## config.mk

```make
export PLATFORM = sky130hd
export DESIGN_NAME = card_dealer
export DESIGN_NICKNAME = d
export VERILOG_FILES = /design/src/rtl/card_dealer.sv
export SDC_FILE = /design/constraint.sdc
export NUM_CORES = 1
export LEC_CHECK = 0
export CAP_MARGIN = 20
export CORE_AREA = 2 2 109 111
export CTS_CLUSTER_SIZE = 30
export DETAILED_ROUTE_END_ITERATION = 8
export DIE_AREA = 0 0 111 113
export GPL_TIMING_DRIVEN = 0
export PLACE_DENSITY_LB_ADDON = 0.1
export SLEW_MARGIN = 20
export SYNTH_ARGS = -nofsm -noshare
export SYNTH_HDL_FRONTEND = slang
export SYNTH_SLANG_ARGS = --single-unit
export TNS_END_PERCENT = 10
```

## constraint.sdc

```tcl
create_clock -name clock -period 6.7 [get_ports clock]
set_clock_uncertainty 0.2 [all_clocks]
set_input_delay 1.005 -clock clock [delete_from_list [all_inputs] [get_ports clock]]
set_output_delay 1.005 -clock clock [all_outputs]
set_load 0.02 [all_outputs]
```

## src/rtl/card_dealer.sv

```systemverilog
// card_dealer
// Card source for the blackjack hand/scoring FSM. It models a finite shoe of
// DECKS standard 52-card decks that are drawn without replacement. A
// free-running 16-bit Galois LFSR proposes a candidate rank on every cycle.
// Candidates that are out of range, or whose rank is exhausted, are skipped.
// Each side's card bus holds its value until the next draw for that side.
//
// Ports:
//   clock       system clock, rising edge
//   reset_n     asynchronous active-low reset
//   shuffle     synchronous level, restores the full shoe
//   p_req       player draw request (rising edge detected internally)
//   d_req       dealer draw request (rising edge detected internally)
//   pcard       last player card value, 0..10
//   dcard       last dealer card value, 0..10
//   p_valid     one-cycle pulse when pcard is updated
//   d_valid     one-cycle pulse when dcard is updated
//   busy        high while a draw is in progress
//   cards_left  cards remaining in the shoe
//   deck_empty  high when cards_left == 0
module card_dealer #(
  parameter logic [15:0] SEED  = 16'hACE1,
  parameter int          DECKS = 1
) (
  input  logic       clock,
  input  logic       reset_n,
  input  logic       shuffle,
  input  logic       p_req,
  input  logic       d_req,
  output logic [4:0] pcard,
  output logic [4:0] dcard,
  output logic       p_valid,
  output logic       d_valid,
  output logic       busy,
  output logic [7:0] cards_left,
  output logic       deck_empty
);

  localparam logic [4:0] RANK_FULL = 5'(4 * DECKS);
  localparam logic [7:0] SHOE_FULL = 8'(52 * DECKS);

  typedef enum logic [1:0] {IDLE, DRAW, DONE, EMPTY} state_t;
  typedef enum logic {SIDE_P, SIDE_D} side_t;

  state_t      state_q, state_d;
  side_t       side_q, side_d;
  logic [15:0] lfsr_q, lfsr_d;
  logic        p_req_q, p_req_d, d_req_q, d_req_d;
  logic        p_pend_q, p_pend_d, d_pend_q, d_pend_d;
  logic [4:0]  pcard_q, pcard_d, dcard_q, dcard_d;
  logic [7:0]  cards_left_q, cards_left_d;
  logic [4:0]  count_q [13];
  logic [4:0]  count_d [13];

  logic [3:0]  rank;
  logic [4:0]  rank_value;
  logic        rank_hit;
  logic        accept;
  logic        empty_hit;
  logic        finishing;

  assign rank       = lfsr_q[3:0];
  assign rank_value = (rank <= 4'd8) ? ({1'b0, rank} + 5'd1) : 5'd10;

  // rank_hit is set only for a legal rank (0..12) that still has cards left.
  always_comb begin
    rank_hit = 1'b0;
    for (int i = 0; i < 13; i++) begin
      if (rank == 4'(i) && count_q[i] != 5'd0) rank_hit = 1'b1;
    end
  end

  assign accept    = (state_q == DRAW) && (cards_left_q != 8'd0) && rank_hit && !shuffle;
  assign empty_hit = (state_q == DRAW) && (cards_left_q == 8'd0) && !shuffle;
  assign finishing = (state_q == DONE) || (state_q == EMPTY);

  // FSM state register
  always_ff @(posedge clock or negedge reset_n) begin
    if (!reset_n) begin
      state_q <= IDLE;
      side_q  <= SIDE_P;
    end else begin
      state_q <= state_d;
      side_q  <= side_d;
    end
  end

  // FSM next state. The player wins whenever both sides are pending.
  always_comb begin
    state_d = state_q;
    side_d  = side_q;
    case (state_q)
      IDLE: begin
        if (p_pend_q) begin
          state_d = DRAW;
          side_d  = SIDE_P;
        end else if (d_pend_q) begin
          state_d = DRAW;
          side_d  = SIDE_D;
        end
      end
      DRAW: begin
        if (cards_left_q == 8'd0) state_d = EMPTY;
        else if (rank_hit)        state_d = DONE;
      end
      DONE:    state_d = IDLE;
      EMPTY:   state_d = IDLE;
      default: state_d = IDLE;
    endcase
    if (shuffle) state_d = IDLE;
  end

  // FSM outputs
  always_comb begin
    busy    = (state_q == DRAW);
    p_valid = finishing && (side_q == SIDE_P);
    d_valid = finishing && (side_q == SIDE_D);
  end

  // Datapath next state. An empty shoe loads 0 on the transition into EMPTY,
  // so the card bus already reads 0 while the valid pulse is high.
  // A rise on a side that is already pending is merged into that request.
  always_comb begin
    lfsr_d       = lfsr_q[0] ? ((lfsr_q >> 1) ^ 16'hB400) : (lfsr_q >> 1);
    p_req_d      = p_req;
    d_req_d      = d_req;
    p_pend_d     = p_pend_q;
    d_pend_d     = d_pend_q;
    pcard_d      = pcard_q;
    dcard_d      = dcard_q;
    cards_left_d = cards_left_q;
    count_d      = count_q;

    if (p_req && !p_req_q) p_pend_d = 1'b1;
    if (d_req && !d_req_q) d_pend_d = 1'b1;
    if (finishing && side_q == SIDE_P) p_pend_d = 1'b0;
    if (finishing && side_q == SIDE_D) d_pend_d = 1'b0;

    if (accept) begin
      for (int i = 0; i < 13; i++) begin
        if (rank == 4'(i)) count_d[i] = count_q[i] - 5'd1;
      end
      cards_left_d = cards_left_q - 8'd1;
      if (side_q == SIDE_P) pcard_d = rank_value;
      else                  dcard_d = rank_value;
    end

    if (empty_hit) begin
      if (side_q == SIDE_P) pcard_d = 5'd0;
      else                  dcard_d = 5'd0;
    end

    if (shuffle) begin
      p_pend_d     = 1'b0;
      d_pend_d     = 1'b0;
      cards_left_d = SHOE_FULL;
      for (int i = 0; i < 13; i++) count_d[i] = RANK_FULL;
    end
  end

  // Datapath registers
  always_ff @(posedge clock or negedge reset_n) begin
    if (!reset_n) begin
      lfsr_q       <= SEED;
      p_req_q      <= 1'b0;
      d_req_q      <= 1'b0;
      p_pend_q     <= 1'b0;
      d_pend_q     <= 1'b0;
      pcard_q      <= 5'd0;
      dcard_q      <= 5'd0;
      cards_left_q <= SHOE_FULL;
      for (int i = 0; i < 13; i++) count_q[i] <= RANK_FULL;
    end else begin
      lfsr_q       <= lfsr_d;
      p_req_q      <= p_req_d;
      d_req_q      <= d_req_d;
      p_pend_q     <= p_pend_d;
      d_pend_q     <= d_pend_d;
      pcard_q      <= pcard_d;
      dcard_q      <= dcard_d;
      cards_left_q <= cards_left_d;
      count_q      <= count_d;
    end
  end

  assign pcard      = pcard_q;
  assign dcard      = dcard_q;
  assign cards_left = cards_left_q;
  assign deck_empty = (cards_left_q == 8'd0);

endmodule

```

==> key figures <==
Die
  – Die height: 113 um
  – Rows: 39
  – Top Ports: 27
  – CORE AREA: roughly 0.011 mm2
  – Initial Util: 50.2%
  – Die width: 111 um
  – Die area: about 0.013 mm2

Detailed routing
  – Drt first pass iters: 5
  – Detail Route Antenna Nets: 0
  – Post-DR wirelength/cell: 22.0 um
  – DR iter-0 viols: between 400 and 500
  – Final wirelength: 16800 um
  – Residual DRC: 0
  – Via Count: 4933
  – Vias per inst: 6.46

Yosys
  – Syn Area/Cell: ~9.8 um2
  – Library cells used by synthesis: 55
  – Post-synth EDFFs: 0
  – Area share of the largest cell type after synthesis: approximately 36%
  – Most common cell in the netlist: dfrtp_1
  – Main area contributors after synthesis: dfrtp_1 36%, dfstp_2 11%, ha_1 5.5%
  – Syn nets: approximately 610
  – Synth warn: 0
  – Commonest cells in the netlist: 82 x dfrtp_1, 54 x a21oi_1, 39 x inv_1
  – Ys async rst share: 100%
  – Register area share after synthesis: a little under half
  – Yosys reg bits: 106
  – Yosys top cell by area: dfrtp_1
  – Synth Area in Simple Gates: 22.2%
  – Mux share of post-synthesis cell area: ~2.1%
  – Compound-cell area share of the yosys netlist: 16.3%
  – Main combinational cell family by area after synthesis: simple AND/OR/NAND/NOR gates
  – Main flop type after synthesis: dfrtp_1
  – Xor and xnor area share after synthesis: less than 1%
  – Cell area after synthesis: 0.00566 mm2
  – Mapped Cells: between 500 and 600
  – Synth Area in Adders: 5.53%

Layout
  – Final #Nets: 646
  – Ant diodes: 0
  – Fill cells: between 900 and 1000
  – Post-Layout Cell Count: 764
  – Layout cells sized above 1: 11.1%
  – P&R area growth vs syn: 14.1%

Setup path
  – Worst Setup Start Kind: flip-flop
  – R2R depth: 11
  – Worst EP required: 5.49 ns
  – R2r setup slk: roughly 3.1 ns
  – Worst reg2reg path endpoint: count_q[31]
  – CP Capture Type: output pin
  – Crit path max fanout: 10
  – Critical path type: reg2out
  – Worst EP arrival: 2.98 ns
  – FF-to-FF Start: lfsr_q[0]

Global routing
  – First-pass GRT wire length: 27000 um
  – Initial antenna violation count: 0
  – Global Route Usage Sum: 27.8%
  – Overflow after GRT: 0
  – Number of global-route vias before repair: 4884
  – Largest net degree at the start of global routing: 60

Placed design
  – PortBufs: 26
  – Detailed placer's ending HPWL: ~11000 um
  – RePlAce Congestion: 0.892
  – Setup slack at placement: slightly below 3 ns
  – Placed Instances: 748

Clocking
  – Post-CTS setup buffer count: 0
  – CTS tree: done
  – CTS H-tree lvls: 3
  – Clk_lat worst skew: 0.36 ns
  – CTS sink count: 106
  – CTS-repair resized insts: 0
  – Root buf cell: clkbuf_16
  – CTS Buf Count: 9
  – Clock-pin slew on the worst setup and hold paths: ~0.07 ns
  – Cts hold-fix bufs: 0
  – CTS Buffer Depth: 2

Timing
  – Fmax: between 0.2 and 0.25 GHz
  – Slew Limit Headroom: a little over a quarter
  – Period utilisation layout: ~63%
  – Final min period: around 4.2 ns
  – Hold Vio Cnt, Final: 0
  – Setup ws final: 2.51 ns
  – Unrepaired setup endpoints after global routing: no
  – Actual slew at the worst max-slew pin: 1.09 ns
  – Final setup viols: 0
  – Setup TNS: 0 ns
  – Max Slew Vio Count: 0

Worst hold path
  – Worst hold start: lfsr_q[4]
  – Hold Path Sink: lfsr_q[3]
  – Depth of the worst hold-timing path: 0
  – Worst Hold Class: reg2reg

Outcome
  – Status: complete, no violations

Flow run
  – # Max-Cap Violations: 0

Pwr
  – Power Density: roughly 230 mW/mm2
  – Lkg Pwr: approximately 0.0026 uW
  – Final Power: 1490 uW
  – Peak supply drop: slightly below 0.2 mV
==> critical path: stages, from the launching register on <==
cell and delay (ns):
dfrtp_1 0.45, or4_1 0.58, nor2_1 0.17, nand3b_2 0.32
inv_2 0.24, buf_4 0.23, clkdlybuf4s50_1 0.63
==> cell usage in the layout, fill, tap and decap left out, drive strengths merged, types with 13 or more instances in the layout <==
cell type and n:
clkdlybuf4s50 25, nor4 17, nor3 15, or3 25
nand3 34, ha 25, a311oi 13, nor2b 14
dfstp 24, clkbuf 30, inv 40, o21ai 26
nor2 26, a21oi 54, dfrtp 82, buf 22
nand4 13
==> metal layers <==
metal / part of all wire (%) / vias to the layer above / global-route usage [%] / wire [um]
met5: 0 / - / 0 / 0
met4: 2.8 / 0 / 10.8 / 473
met3: 6.7 / 38 / 6.32 / 1130
met2: 46 / 200 / 43.9 / 7750
met1: 44 / 2476 / 37.5 / 7470
li1: - / 2219 / - / -
==> through the flow <==
stage	hold WS [ns]	area [um2]	util (%)
floorplan	0.131	5660	-
global placement	0.136	6100	54.1
detailed placement	0.140	6130	54.4
CTS	0.158	6460	57.3
global route	0.166	6460	57.3
finish	0.156	6460	57.3
==> report_power, final <==
| group | internal, uW | leakage, uW | switching, uW |
|---|---|---|---|
| Sequential | 660 | 0.00138 | 16.0 |
| Clock | 348 | 0.000155 | 243 |
| Combinational | 66.6 | 0.00102 | 157 |
| Total | 1070 | 0.00255 | 415 |
==> area by class of cell <==
type	count	area [um2]	share of cell area (%)
clock buffer	12	256	3.97
clock inverter	4	75.1	1.16
buffer	38	190	2.94
timing repair buffer	27	289	4.48
sequential	106	2680	41.5
multi-input combinational	393	2630	40.8
inverter	41	154	2.38
tap	143	179	2.77
==> flip-flops by register name, summed over array words and instances, names as in the netlist, named ones only <==
| signal | flops |
|---|---|
| count_q | 65 |
| lfsr_q | 16 |
| side_q | 1 |
| p_pend_q | 1 |
| cards_left | 8 |
| p_req_q | 1 |
| d_req_q | 1 |
| state_q | 2 |
| d_pend_q | 1 |
==> kinds of logic after synthesis <==
| logic type | count (synthesis) |
|---|---|
| compound gates | 143 |
| xor+xnor | 3 |
| mux | 11 |
| fa+ha+maj | 25 |
| buf+inv | 79 |
| flops | 106 |
| simple gates | 211 |
==> how the worst max path moves through the flow <==
| stage | slack (ns) | endpoint | startpoint | cells after the start |
|---|---|---|---|---|
| 3_5_place_dp | 2.91 | count_q[0] | shuffle | 6 |
| 2_1_floorplan | 3.84 | deck_empty | cards_left[3] | 5 |
| 5_1_grt | 2.43 | deck_empty | cards_left[3] | 6 |
| 6_report | 2.51 | deck_empty | cards_left[3] | 6 |
| 4_1_cts | 2.60 | deck_empty | cards_left[3] | 6 |
| 3_3_place_gp | 0.32 | lfsr_q[9] | reset_n | 1 |
Power figures use the tool's default switching activity.
